--- src/rtl/fpga_tile_cfg.sv ---
// Logic tile: K-input LUT with optional output FF, per-track output muxes,
// and a double-buffered serial configuration chain (shadow -> active).
module fpga_tile_cfg #(
    parameter int W = 4,
    parameter int K = 4
) (
    input  logic         clk,
    input  logic         rst_n,
    input  logic [W-1:0] north_in,
    input  logic [W-1:0] east_in,
    input  logic [W-1:0] south_in,
    input  logic [W-1:0] west_in,
    output logic [W-1:0] north_out,
    output logic [W-1:0] east_out,
    output logic [W-1:0] south_out,
    output logic [W-1:0] west_out,
    input  logic         cfg_en,
    input  logic         cfg_din,
    output logic         cfg_dout,
    input  logic         cfg_commit,
    output logic         cfg_ready,
    output logic         cfg_err,
    output logic         configured
);

    localparam int NT        = 4 * W;
    localparam int SELW      = $clog2(NT);
    localparam int LUTN      = 2 ** K;
    localparam int CFG_LEN   = LUTN + 1 + K * SELW + 8 * W;
    localparam int SEL_BASE  = LUTN + 1;
    localparam int MODE_BASE = SEL_BASE + K * SELW;
    localparam int CNTW      = $clog2(CFG_LEN + 2);

    typedef enum logic {ST_UNCONFIG, ST_ACTIVE} state_t;

    state_t              state_reg, state_next;
    logic [CFG_LEN-1:0]  shadow_reg;
    logic [CFG_LEN-1:0]  active_reg;
    logic [CNTW-1:0]     cnt_reg;
    logic                ff_reg;
    logic                err_reg;

    logic                commit_ok;
    logic                commit_bad;
    logic [NT-1:0]       tin;
    logic [NT-1:0]       tout;
    logic [K-1:0]        lut_in;
    logic [LUTN-1:0]     truth;
    logic                use_ff;
    logic                lut_out;
    logic                clb_out;

    assign commit_ok  = cfg_commit && !cfg_en && (cnt_reg == CNTW'(CFG_LEN));
    assign commit_bad = cfg_commit && !commit_ok;

    assign cfg_dout  = shadow_reg[0];
    assign cfg_ready = (cnt_reg == CNTW'(CFG_LEN));
    assign cfg_err   = err_reg;

    // Serial shift into the shadow register; first bit in ends up at bit 0.
    always_ff @(posedge clk or negedge rst_n) begin
        if (!rst_n) begin
            shadow_reg <= '0;
        end else if (cfg_en) begin
            shadow_reg <= {cfg_din, shadow_reg[CFG_LEN-1:1]};
        end
    end

    // Bit counter: cleared by a good commit, saturates one past CFG_LEN so
    // over-shifting is remembered; a rejected commit leaves it untouched.
    always_ff @(posedge clk or negedge rst_n) begin
        if (!rst_n) begin
            cnt_reg <= '0;
        end else if (commit_ok) begin
            cnt_reg <= '0;
        end else if (cfg_en && !cfg_commit && (cnt_reg != CNTW'(CFG_LEN + 1))) begin
            cnt_reg <= cnt_reg + CNTW'(1);
        end
    end

    // Atomic copy of the shadow into the active configuration.
    always_ff @(posedge clk or negedge rst_n) begin
        if (!rst_n) begin
            active_reg <= '0;
        end else if (commit_ok) begin
            active_reg <= shadow_reg;
        end
    end

    // Sticky error flag for any rejected commit.
    always_ff @(posedge clk or negedge rst_n) begin
        if (!rst_n) begin
            err_reg <= 1'b0;
        end else if (commit_bad) begin
            err_reg <= 1'b1;
        end
    end

    // LUT output register; held at 0 until the tile is configured.
    always_ff @(posedge clk or negedge rst_n) begin
        if (!rst_n) begin
            ff_reg <= 1'b0;
        end else begin
            ff_reg <= configured ? lut_out : 1'b0;
        end
    end

    // FSM state register.
    always_ff @(posedge clk or negedge rst_n) begin
        if (!rst_n) begin
            state_reg <= ST_UNCONFIG;
        end else begin
            state_reg <= state_next;
        end
    end

    // FSM next state: only a good commit moves forward; only reset goes back.
    always_comb begin
        state_next = state_reg;
        if (commit_ok) begin
            state_next = ST_ACTIVE;
        end
    end

    // FSM outputs.
    always_comb begin
        configured = (state_reg == ST_ACTIVE);
    end

    assign tin    = {west_in, south_in, east_in, north_in};
    assign truth  = active_reg[LUTN-1:0];
    assign use_ff = active_reg[LUTN];

    // LUT input selection; out-of-range selects feed a constant 0.
    genvar gi;
    generate
        for (gi = 0; gi < K; gi++) begin : g_lut_in
            logic [SELW-1:0] sel;
            assign sel        = active_reg[SEL_BASE + gi * SELW +: SELW];
            assign lut_in[gi] = ({1'b0, sel} < (SELW + 1)'(NT)) ? tin[sel] : 1'b0;
        end
    endgenerate

    assign lut_out = truth[lut_in];
    assign clb_out = use_ff ? ff_reg : lut_out;

    // Per-track output mux. Sides are N=0, E=1, S=2, W=3 in tin/tout order.
    generate
        for (gi = 0; gi < NT; gi++) begin : g_out
            localparam int SIDE = gi / W;
            localparam int TRK  = gi % W;
            localparam int OPP  = ((SIDE + 2) % 4) * W + TRK;
            localparam int CWN  = ((SIDE + 3) % 4) * W + TRK;
            logic [1:0] mode;
            logic       t_out;
            assign mode = active_reg[MODE_BASE + 2 * gi +: 2];
            // Select drive source for this track, forced low when unconfigured.
            always_comb begin
                t_out = 1'b0;
                if (configured) begin
                    case (mode)
                        2'b01:   t_out = clb_out;
                        2'b10:   t_out = tin[OPP];
                        2'b11:   t_out = tin[CWN];
                        default: t_out = 1'b0;
                    endcase
                end
            end
            assign tout[gi] = t_out;
        end
    endgenerate

    assign north_out = tout[W-1:0];
    assign east_out  = tout[2*W-1:W];
    assign south_out = tout[3*W-1:2*W];
    assign west_out  = tout[4*W-1:3*W];

endmodule

--- config.mk ---
export PLATFORM = sky130hd
export DESIGN_NAME = fpga_tile_cfg
export DESIGN_NICKNAME = d
export VERILOG_FILES = /design/src/rtl/fpga_tile_cfg.sv
export SDC_FILE = /design/constraint.sdc
export NUM_CORES = 1
export LEC_CHECK = 0
export ABC_AREA = 0
export ABC_CLOCK_PERIOD_IN_PS = 4600
export CAP_MARGIN = 10
export CORE_ASPECT_RATIO = 0.75
export CORE_UTILIZATION = 59
export DETAILED_ROUTE_END_ITERATION = 10
export PLACE_DENSITY = 0.91
export SETUP_SLACK_MARGIN = 0.02
export SLEW_MARGIN = 10
export SYNTH_ARGS = -nofsm -noshare
export SYNTH_HDL_FRONTEND = slang
export SYNTH_SLANG_ARGS = --single-unit
--- constraint.sdc ---
create_clock -name clk -period 4.6 [get_ports clk]
set_clock_uncertainty 0.1 [all_clocks]
set_input_delay 0.46 -clock clk [delete_from_list [all_inputs] [get_ports clk]]
set_output_delay 0.46 -clock clk [all_outputs]
set_load 0.05 [all_outputs]
# --- Yosys cells after proc, flatten, opt, wreduce, memory -nomap -nowiden ---
# Index checks and enable logic that the tools add are counted.
totals:
  regBits: 140
  out_inout_bits: 20
  in_bits: 21
classes:
  n_mux: 46
  n_addsub: 1
  order_cmp: 5
  reduce_logical: 9
  eq_ne: 50
ops:
  columns: ["cell", "n"]
  rows:
  - ["== test 2 bit (second input constant)", 32]
  - ["case mux 1 bit (3 select lines)", 16]
  - ["== test 2 x 1 -> 1 bit (second input constant)", 16]
  - ["less-than comparator 4 x 5 -> 1 bit (second input constant)", 5]
  - ["two-way mux 1 bit", 23]
  - ["binary-select mux 1 bit (select 4 bit)", 5]
  - ["two-way mux 7 bit", 2]
  - ["adder 7 x 1 -> 7 bit (second input constant)", 1]
  - ["== test 7 bit (second input constant)", 1]
  - ["!= test 7 bit (second input constant)", 1]
  - ["logical AND 1 bit", 5]
  - ["zero test 1 bit", 3]
  - ["nonzero test 2 bit", 1]

# --- Depth between registers and ports, before layout ---
logic_depth:
  depth_word: 7
  depth_mapped: 11
  mapped_depth_nobuf: 8

# --- Least setup slack after synthesis ---
# Ideal clock, no wire load.
synth_timing:
  kind: "register to output"
  from: "register active_reg[22]"
  to: "output port south_out[0]"
  stages_incl_launch_ff: 11
  slack_ns: 1.084
  path_buffers: 2
  arrival_time_ns: 2.956
  t_required_ns: 4.040
  path_cell_list: "dfrtp_1 > mux4_1 > mux2i_4 > mux2_1 > a221o_1 > o221ai_1 > nand4_2 > mux2i_4 > buf_6 > o22ai_2 > buf_4"
synth_via:
  elab_chain_len: 7
synth_rtl:
  columns: ["element", "line_no", "text"]
  rows:
  - ["start: declaration", "38", "logic [CFG_LEN-1:0] active_reg;"]
  - ["start signal: assignment", "86", "active_reg <= shadow_reg;"]
  - ["binary-select mux 1 bit (select 4 bit)", "140", "assign lut_in[gi] = ({1'b0, sel} < (SELW + 1)'(NT)) ? tin[sel] : 1'b0;"]
  - ["two-way mux 1 bit (implied by the code)", "140", null]
  - ["binary-select mux 1 bit (select 4 bit)", "144", "assign lut_out = truth[lut_in];"]
  - ["two-way mux 1 bit (implied by the code)", "144", null]
  - ["two-way mux 1 bit", "145", "assign clb_out = use_ff ? ff_reg : lut_out;"]
  - ["case mux 1 bit (3 select lines)", "161", "case (mode)"]
  - ["two-way mux 1 bit", "160", "if (configured) begin"]
  - ["end: declaration", "15", "output logic [W-1:0] south_out,"]
# Every way passes these cells. The select of a mux whose other input is x is not followed.

# --- Worst setup path in the final report ---
layout_timing:
  from: "input port north_in[1]"
  to: "output port west_out[3]"
layout_via:
  elab_chain_len: 7
  word_cells_on_any_way: 13
  cone_classes: "mux (13)"
layout_rtl:
  columns: ["element", "line_no", "text"]
  rows:
  - ["start: declaration", "9", "input logic [W-1:0] north_in,"]
  - ["binary-select mux 1 bit (select 4 bit)", "140", null]
  - ["two-way mux 1 bit (implied by the code)", "140", null]
  - ["binary-select mux 1 bit (select 4 bit) (*)", "144", null]
  - ["two-way mux 1 bit (implied by the code) (*)", "144", null]
  - ["two-way mux 1 bit (*)", "145", null]
  - ["case mux 1 bit (3 select lines) (*)", "161", null]
  - ["two-way mux 1 bit (*)", "160", null]
  - ["end: declaration", "16", "output logic [W-1:0] west_out,"]
# Mark *: on every way between the ends. The rest lies on a longest branch, timed or not. The select of a mux whose other input is x is not followed.

==> results.txt <==
* Result of the run: complete, but fails checks
- Failing checks: design-rule violations
* Post-route setup TNS: 0 ns
- After synthesis the netlist holds a flip-flop and latch count of 140.
- Pin count of the biggest net entering global routing: roughly 110
- Mapped Nets: between 400 and 500
* Internal power: roughly 2.4 mW
- Area after DPL: 7090 um2
- For the worst setup path, the data arrival time is approximately 3.8 ns.
- Slew at the pin closest to its max-slew limit: around 1.1 ns
- The count of buffers added on input and output ports is 40.
* Placeable Area: 11,000 um2
- Static Leak: ~3.5 nW
- Synthesis produced roughly 470 cells.
- TritonCTS built the clock tree.
- After clock tree synthesis, the clock-pin slew on the worst setup and hold paths is around 0.06 ns.
- The via count of the first global-routing pass came to 4,191.
* Unrepaired setup endpoints after global routing: false
- The finished layout holds around 650 standard cells, fillers aside.
* Count of unique library cells instantiated by Yosys: 45
* Number of remaining DRC errors: 1
* Cell area power density: 415 nW/um2
- Static timing analysis puts the maximum clock frequency at 0.231 GHz.
* Max Fanout on Critical Path: 14
- In this run the post-CTS setup repair buffer count came out at 0.
- For this block, the initial DRC count from the detailed router was 347.
* Ys async rst share: 1.00
* Via density: roughly 6.2
- Total half-perimeter wirelength after legalization and detailed placement: 8850 um
* Remaining global-route overflow: 0
- Die height: 94.5 um
* Inserted Clock Buffers: 17
* Required time of the worst setup path: between 4 and 5 ns
* Synthesized area per cell: approximately 14 um2
- Most frequent cells in the layout: 140 x dfrtp_1, 131 x mux2_2, 23 x mux2i_1
* Final period demand of the worst path: 4.33 ns
- Chain of cells forming the critical path: clkdlybuf4s50_1 > mux4_1 > mux2i_4 > mux2_1 > a221o_1 > o221ai_1 > nand4_2 > mux2i_4 > buf_4 > o22ai_1 > buf_4
- Critical path class: input port to primary output
- Count of flip-flops with a built-in enable after synthesis: 0
- Sequential power share: 0.468
- Max-slew violation count: 0
* Average wire length per cell after detail routing: ~21 um
- Routed wire length: 13,800 um
- Critical Path Max Stage Delay: 0.60 ns
- Initial antenna violation count: 0
- Across all layers, the routed design uses 4,026 vias.
- Seq/Total Area, Yosys: 0.521
- After detailed placement, the design holds a cell count of 617.
- The setup check on the worst reg-to-reg path leaves a slack of 1.69 ns.
* Hold-fix buffer count after cts: 0
- Number of clock sinks seen by CTS: 140
- Global-route total usage across every layer: 0.255
- Max VDD drop: 0.288 mV
- Area added between synthesis and finish: 14.5%
- Max cap viols: 0
- Net switching power of the design: 803 uW
- Buffer levels on the longest clock path: 2
- H-tree lvl count: 4
- Headroom to the max-slew limit came out at 0.288.
- Clock power frac: 0.440
* Share of final-layout standard cells stronger than drive strength 1: 0.419
- The worst setup path is captured at a primary output.
* Switching share of power: 0.251
* Fin crit share: 0.941
- Among all flip-flop cells after synthesis, the most frequent one is dfrtp_1.
- The library cell used most frequently in the layout, excluding fill and tap cells, is dfrtp_1.
* Later-pin clock latency in the skew report: 0.42 ns
* Post-DRT Antenna Nets: 0
- The floorplan step set the die width to 125 um.
- For this run, the number of Yosys warnings is 0.
- Wire length of the first global-routing pass: ~22,000 um
* Final cell area excluding filler cells: about 7700 um2
- In this run, post-CTS repair resized a total of 0 instances.
* Worst path buffer plus inverter count: 3
- CP Launch Type: input port
- Antenna cells: 0
- Routability-driven placement finished with a final weighted congestion of 0.912.
* Endpoints failing setup: 0
* Master cell of the clock root buffer: clkbuf_16
- Worst Hold Class: input port to async pin
- The initialized floorplan defines 33 standard-cell rows.
- For this configuration, the core starts out at a cell density of 0.610.
- The kind of cell with the highest combined delay along the critical path is multiplexers.
- Die footprint: 11,800 um2
- The cell area that synthesis handed to floorplanning was 6720 um2.
* Share of power burned in combinational logic: 0.092
* Nets: 520
- During I/O placement, the number of pins put on the boundary was 41.
- The number of hold violations in the final report is 0.
* Slowest cell on the critical path: mux4_1
- The first detailed-routing pass ran for 7 iterations.
-- cells in the mapped netlist, types with 6 or more instances --
cell | count | area (um2)
nand3b_1 | 17 | 128
clkbuf_1 | 17 | 63.8
o22ai_2 | 10 | 125
o22ai_1 | 8 | 50.1
dfrtp_1 | 140 | 3500
mux4_2 | 12 | 270
mux2_2 | 131 | 1480
buf_4 | 16 | 120
mux2i_1 | 23 | 230
and2_1 | 6 | 37.5
nand2_1 | 19 | 71.3
-- power by group through the flow --
stage	sequential (mW)	combinational (mW)	clock, mW
floorplan	1.46	0.202	0
global route	1.51	0.321	1.48
detailed placement	1.50	0.287	0
global placement	1.49	0.268	0
finish	1.50	0.294	1.40
CTS	1.49	0.297	1.43
-- path summary, 6_finish.rpt --
kind,depth (start not counted),to,start
worst min register to register,1,cfg_err$_DFFE_PN0P_,cfg_err$_DFFE_PN0P_
worst max-delay path,11,west_out[3],north_in[1]
max in group asynchronous,2,active_reg[15]$_DFFE_PN0P_,rst_n
min in group clk,1,cfg_err$_DFFE_PN0P_,cfg_err$_DFFE_PN0P_
worst max register to register,7,ff_reg$_DFF_PN0_,active_reg[22]$_DFFE_PN0P_
worst min-delay path,1,active_reg[52]$_DFFE_PN0P_,rst_n
-- cells by family (layout without fill, tap and decap cells) --
group | Yosys count | in the layout | synth area share
multiplexers | 177 | 177 | 0.325
flip-flops | 140 | 140 | 0.521
AND/OR/NAND/NOR | 62 | 62 | 0.0545
AO/OA/AOI/OAI | 41 | 41 | 0.0542
buffers and inverters | 41 | 80 | 0.0331
XOR/XNOR | 5 | 5 | 0.00651
adder cells (fa/ha/maj) | 3 | 3 | 0.00558
-- routing by layer --
| layer | global-route usage | share of wire | routed length (um) | vias up |
|---|---|---|---|---|
| met5 | 0 | 0 | 0 | - |
| met4 | 0.0996 | 0.017 | 233 | 0 |
| met3 | 0.0669 | 0.047 | 645 | 26 |
| met2 | 0.405 | 0.48 | 6600 | 107 |
| met1 | 0.342 | 0.46 | 6310 | 2094 |
| li1 | - | - | - | 1799 |
-- through the flow --
step           total power [mW]  worst slack (ns)  hold WS [ns]  utilization
2_1_floorplan              1.66              1.08        0.0644            -
3_3_place_gp               1.76             0.397         0.338        0.643
3_5_place_dp               1.79             0.304         0.349        0.643
4_1_cts                    3.22             0.308        0.0798        0.698
5_1_grt                    3.31             0.114         0.146        0.698
6_report                   3.19             0.271        0.0625        0.698
-- area by class of cell --
| cell class | instances | area, um2 |
|---|---|---|
| repair buffers | 45 | 394 |
| well taps | 140 | 175 |
| flip-flops and latches | 140 | 3500 |
| multi-input cells | 288 | 3000 |
| fillers | 701 | 3330 |
| clock buffers | 17 | 425 |
| inverters | 4 | 15.0 |
| clock inverters | 14 | 186 |
No activity file was read; power rests on OpenSTA's default activity.
